--- src/rtl/debounce_scan_ctrl.sv ---
// Round-robin debounce of CHANNELS async inputs via one shared counter engine; optional per-channel event mask under DSC_EVT_MASK_EN.
// Latency: 2 sync clk + STABLE_VISITS visits to commit; out/event 1 clk after commit visit; busy event slot stalls commit (count saturates).
module debounce_scan_ctrl #(
   parameter int  CHANNELS      = 4,
   parameter int  STABLE_VISITS = 64,
   localparam int CNT_W         = $clog2(STABLE_VISITS),
   localparam int PTR_W         = (CHANNELS > 1) ? $clog2(CHANNELS) : 1
) (
   input  logic                clk,
   input  logic                rst_n,
   input  logic [CHANNELS-1:0] in,
`ifdef DSC_EVT_MASK_EN
   input  logic [CHANNELS-1:0] evt_mask,
`endif
   output logic [CHANNELS-1:0] out,
   output logic                evt_valid,
   input  logic                evt_ready,
   output logic [PTR_W-1:0]    evt_ch,
   output logic                evt_level
);

   logic [CHANNELS-1:0] sync1;
   logic [CHANNELS-1:0] s;
   logic [CNT_W-1:0]    cnt [CHANNELS];
   logic [PTR_W-1:0]    ptr;
   logic [PTR_W-1:0]    ptr_nxt;
   logic                differ;
   logic                sat;
   logic                slot_free;
   logic                masked;
   logic                commit;
   logic                evt_load;

   always_comb begin
      ptr_nxt   = (ptr == PTR_W'(CHANNELS - 1)) ? {PTR_W{1'b0}} : ptr + 1'b1;
      differ    = s[ptr] != out[ptr];
      sat       = cnt[ptr] == CNT_W'(STABLE_VISITS - 1);
      slot_free = !evt_valid || evt_ready;
`ifdef DSC_EVT_MASK_EN
      masked    = evt_mask[ptr];
`else
      masked    = 1'b0;
`endif
      // masked channels bypass the event slot entirely
      commit    = differ && sat && (slot_free || masked);
      evt_load  = commit && !masked;
   end

   always_ff @(posedge clk or negedge rst_n) begin
      if (!rst_n) begin
         sync1     <= '0;
         s         <= '0;
         out       <= '0;
         ptr       <= '0;
         evt_valid <= 1'b0;
         evt_ch    <= '0;
         evt_level <= 1'b0;
         for (int k = 0; k < CHANNELS; k++) begin
            cnt[k] <= '0;
         end
      end else begin
         sync1 <= in;
         s     <= sync1;
         ptr   <= ptr_nxt;

         if (!differ) begin
            cnt[ptr] <= '0;
         end else if (!sat) begin
            cnt[ptr] <= cnt[ptr] + 1'b1;
         end else if (commit) begin
            cnt[ptr] <= '0;
            out[ptr] <= s[ptr];
         end
         // a saturated channel facing a busy slot keeps its count and retries

         if (evt_load) begin
            evt_valid <= 1'b1;
            evt_ch    <= ptr;
            evt_level <= s[ptr];
         end else if (evt_ready) begin
            evt_valid <= 1'b0;
         end
      end
   end

endmodule

--- config.mk ---
export PLATFORM = sky130hd
export DESIGN_NAME = debounce_scan_ctrl
export DESIGN_NICKNAME = d
export VERILOG_FILES = /design/src/rtl/debounce_scan_ctrl.sv
export SDC_FILE = /design/constraint.sdc
export NUM_CORES = 1
export LEC_CHECK = 0
export ABC_AREA = 1
export CORE_ASPECT_RATIO = 0.6
export CORE_MARGIN = 10
export CORE_UTILIZATION = 45
export CTS_BUF_LIST = sky130_fd_sc_hd__clkbuf_16
export CTS_CLUSTER_SIZE = 40
export DETAILED_ROUTE_END_ITERATION = 10
export RECOVER_POWER = 50
export SKIP_LAST_GASP = 1
export SLEW_MARGIN = 5
export SYNTH_ARGS = -nofsm -noshare
export SYNTH_HDL_FRONTEND = slang
export SYNTH_SLANG_ARGS = --single-unit
--- constraint.sdc ---
create_clock -name clk -period 5.25 [get_ports clk]
set_input_delay 1.3125 -clock clk [delete_from_list [all_inputs] [get_ports clk]]
set_output_delay 1.3125 -clock clk [all_outputs]
set_load 0.02 [all_outputs]
Word level (Yosys, flattened, before mapping)
Index checks and enable logic that the tools add are counted.
W data, S select, Z words.
{"block": "totals", "regBits": 42, "input_bits": 7, "output_inout_bits": 8, "wordCells": 51}
{"block": "op_classes", "n_addsub": 2, "magnitude_cmp": 4, "eq_ne": 4, "mux": 19, "bitwise_logic": 3, "n_reduce_logical": 8}
{"op": "$mux W24", "n": 3}
{"op": "$and A24 B24 Y24", "n": 1}
{"op": "$bwmux W24", "n": 1}
{"op": "$not A24 Y24", "n": 1}
{"op": "$mux W6", "n": 3}
{"op": "$bmux W6 S2", "n": 1}
{"op": "$demux W6 S2", "n": 1}
{"op": "$add A6 B1 Y6 const B", "n": 1}
{"op": "$eq A6 B6 Y1 const B", "n": 1}
{"op": "$mux W1", "n": 5}
{"op": "$bmux W1 S2", "n": 2}
{"op": "$bwmux W4", "n": 1}
{"op": "$logic_and A1 B1 Y1", "n": 4}
{"op": "$ge A3 B3 Y1 const B", "n": 1}
{"op": "$lt A2 B3 Y1 const B", "n": 1}
{"op": "$lt A3 B1 Y1 const B", "n": 1}
{"op": "$ne A3 B2 Y1 const B", "n": 1}
{"op": "$not A2 Y3", "n": 1}
{"op": "$reduce_and A3 Y1", "n": 1}
{"op": "$add A2 B1 Y2 const B", "n": 1}
{"op": "$demux W1 S2", "n": 1}
{"op": "$eq A2 B2 Y1 const B", "n": 1}
{"op": "$ge A2 B1 Y1 const B", "n": 1}
{"op": "$mux W2", "n": 1}
{"op": "other kinds (4)", "n": 4}

Longest topological paths before layout
{"block": "logic_depth", "word_depth": 10, "depth_mapped": 16}

Worst setup path after synthesis
OpenSTA, ideal clock, no wires.
{"block": "synth_path", "path_type": "in2reg", "start": "in evt_ready", "end": "reg cnt[15] (netlist bit)", "setup_ps": 117, "arrival_time_ps": 1949, "required_time_ps": 5133, "path_slack_ps": 3184, "path_stages": 6, "path_buffers": 0, "cell_sequence": "nor2_1 > inv_1 > nor2_1 > nor2_1 > nor2_1 > nor2_1"}
{"block": "synth_via", "elab_chain_cells": 3}
{"item": "from (decl)", "line_no": "17", "rtl": "input logic evt_ready,"}
{"item": "$logic_or A1 B1 Y1", "line_no": "38", "rtl": "slot_free = !evt_valid || evt_ready;"}
{"item": "$logic_and A1 B1 Y1", "line_no": "45", "rtl": "commit = differ && sat && (slot_free || masked);"}
{"item": "$ne A3 B2 Y1 (no line)"}
{"item": "to (signal, indexed assignment)", "line_no": "69", "rtl": "cnt[ptr] <= cnt[ptr] + 1'b1;"}
{"item": "to (decl)", "line_no": "24", "rtl": "logic [CNT_W-1:0] cnt [CHANNELS];"}
Every way passes these cells.
A chain may end at the register's enable or synchronous reset.

Worst setup path in the final report
{"block": "layout_path", "start": "reg ptr[0]", "end": "reg cnt[14] (netlist bit)"}
{"block": "layout_via", "elab_chain_cells": 10}
{"item": "from (decl)", "line_no": "25", "rtl": "logic [PTR_W-1:0] ptr;"}
{"item": "from (signal assigned)", "line_no": "64", "rtl": "ptr <= ptr_nxt;"}
{"item": "parallel branches: the longest is 10 deep, another holds $add A6 B1 Y6"}
Parallel ways; which one is timed is not known. The select of a mux whose other input is x is not followed.

==> flow_summary.toml <==
[layout]
regArea_um2 = 1050
multi_input_area_um2 = 970
syn_to_final_growth_pct = 13.7
finish.utilization_pct = 53.7
antenna_cells = 0
finalNetCount = 322
design_area_um2 = 2490
drive_gt1_share_pct = 6.11
final_common_cell = "nand2_1"
final_cell_mix = "nand2_1 (125), dfrtp_1 (42), nand3_1 (34), inv_1 (29), nor2_1 (18)"
nFillCells = 446
stdcell_count = 374

[timing]
hold_violations = 0
setup_tns_ns = 0
rsz0062_at_grt = "no"
tightest_slew_ns = 2.20
finalClockSkew_ns = 0.00533
fin_crit_sh_pct = 57.8
period_needed_ns = 3.03
slew_violations = 43
clock.fmax_mhz = 330
report.final.setup_viol = 0
slew_headroom_pct = -46.9

[detailed_routing]
wl_per_cell_um = 13.2
wl_mm = 4.94
num_vias = 1801
post-route-drc-count = 0
via_per_inst = 4.82
first_pass_iters = 5
ant_nets = 0
drt_iter0_markers = 158

[grt]
gr-usage-met3_pct = 4.14
antenna_found_initial = 0
grt_pass1_wl_mm = 8.52
grt_pass1_vias = 1713
grt.overflow.total = 0
grt_start_max_net_pins = 43
use_met1_pct = 20.6
grt_usage_pct = 13.3
grt.busiest_layer = "met1"
use_met2_pct = 17.6

[status]
violations = "max-capacitance violations, max-slew violations"
status = "finished with violations"

[worst_setup_path]
r2r_slack_ns = 2.22
timing.critical_path.from = "ptr[0]"
crit_required_ns = 5.45
r2r-start = "ptr[0]"
critPathLaunchType = "flop"
endpoint_kind = "flop"
r2r-end = "cnt[14]"
critical_path.max_fanout = 25
cp-endpoint = "cnt[14]"
cp_slowest_cell = "dfrtp_1"
crit_type = "reg -> reg"
cp.arrival_ns = 3.23
cpMostUsedCell = "nand2_1"
crit_path_max_incr_delay_ns = 0.86
r2r_cells = 13
cp_cell_sequence = "inv_1, nand2_1, nand2_1, nand2_1, nand2_1, ha_1, nand3_1, nor2_2, nand2_2, nand2_1, inv_2, nand3_1, o21ai_1"

[place]
dp_hpwl_mm = 3.62
place_inst = 366
placed_area_um2 = 2350
io_buffers = 14
place_congestion = 0.878

[clocking]
cts_sinks = 42
cts_root_buf = "clkbuf_16"
clkSlewWorstSetupHoldPaths_ns = 0.06
cts.path.max_buffers = 2
cts_resized = 0
cts_buffers = 5
cts_tree = "yes"
clkLatencyLatePin_ns = 0.28
ctsHtreeMaxLevel = 2
cts_setup_buffers = 0
hold_buffers = 0

[power]
ir_drop_mv = 0.197
p_leak_nw = 1.33
p_per_area_nw_per_um2 = 271

[yosys]
syn_inst = 296
syn_area_um2 = 2190
ys_ff_latch = 42
seq_area_frac_synth_pct = 48.1
avgSynthCellArea_um2 = 7.39
synth_cell_types = 21
syn-num-nets = 308
ys_warn_count = 0

[floorplan]
dieHeight_um = 74
coreArea_um2 = 4640
initial_core_util_pct = 47.2
dieWidth_um = 110
dieArea_um2 = 8140
boundaryPins = 15
rows = 19

[min_path]
hp-class = "reg -> reg"

[flow_run]
drv_cap = 1
Yosys cell counts:
library cell | count | share of area, %
a21oi_1 | 2 | 0.46
buf_2 | 4 | 0.92
buf_4 | 1 | 0.34
buf_6 | 2 | 1.0
clkinv_1 | 1 | 0.17
dfrtp_1 | 42 | 48
ha_1 | 5 | 2.9
inv_1 | 27 | 4.6
inv_2 | 3 | 0.51
nand2_1 | 125 | 21
nand2_2 | 7 | 2.0
nand2_4 | 1 | 0.51
nand3_1 | 34 | 7.8
nand4_1 | 1 | 0.29
nor2_1 | 18 | 3.1
nor2_2 | 1 | 0.29
nor2_4 | 1 | 0.51
o211ai_1 | 2 | 0.69
o21ai_0 | 11 | 2.5
o21ai_1 | 7 | 1.6
or2_2 | 1 | 0.29
cell type report:
cell class / instances / area share [%]
flip-flops and latches: 42 / 42.3
multi-input cells: 216 / 39.0
repair buffers: 14 / 5.38
clock buffers: 5 / 5.03
inverters: 31 / 4.68
well taps: 63 / 3.17
clock inverters: 3 / 0.503
where the power goes:
| part | internal (W) | switching (W) |
|---|---|---|
| clock network | 0.000172 | 0.000113 |
| registers | 0.000339 | 0.00000770 |
| logic | 0.0000157 | 0.0000276 |
how the worst min path moves through the flow:
| stage | start | to | slack, ns | depth (start not counted) |
|---|---|---|---|---|
| after floorplan | sync1[0] | s[0] | 0.33 | 0 |
| after global placement | sync1[1] | s[1] | 0.33 | 0 |
| after detailed placement | sync1[0] | s[0] | 0.33 | 0 |
| after CTS | sync1[3] | s[3] | 0.35 | 0 |
| after global routing | sync1[1] | s[1] | 0.36 | 0 |
| final | sync1[3] | s[3] | 0.35 | 0 |
metal layers:
metal	vias to the layer above	part of all wire, %	wire (um)
li1	948	-	-
met1	794	54	2690
met2	57	36	1800
met5	-	0	0
met4	0	0.40	20
met3	2	8.7	429
per-stage QoR:
stage	power [W]	hold slack, ns	setup slack [ns]
2_1_floorplan	0.000378	0.331	3.18
3_3_place_gp	0.000397	0.333	2.52
3_5_place_dp	0.000397	0.335	2.47
4_1_cts	0.000686	0.348	2.46
5_1_grt	0.000711	0.358	1.82
6_report	0.000675	0.345	2.22
critical path, delay by kind of cell, from the launching register on:
family / cells / cell delay [ns]
fa+ha+maj: 1 / 0.21
simple gates: 9 / 1.03
buf+inv: 2 / 0.65
flops: 1 / 0.86
compound gates: 1 / 0.20
cells by family (layout without fill, tap and decap cells):
kind of cell / count (synthesis) / after routing / share of synthesized area (%)
and+or+nand+nor: 189 / 189 / 36.2
DFF: 42 / 42 / 48.1
buffers and inverters: 38 / 53 / 7.61
AOI/OAI and AO/OA: 22 / 22 / 5.26
adders and majority gates: 5 / 5 / 2.86
flip-flops by register name, summed over array words and instances, names as in the netlist:
name,count
s,4
evt_ch,2
evt_valid,1
ptr,2
cnt,24
out,4
sync1,4
evt_level,1
Power figures use the tool's default switching activity.
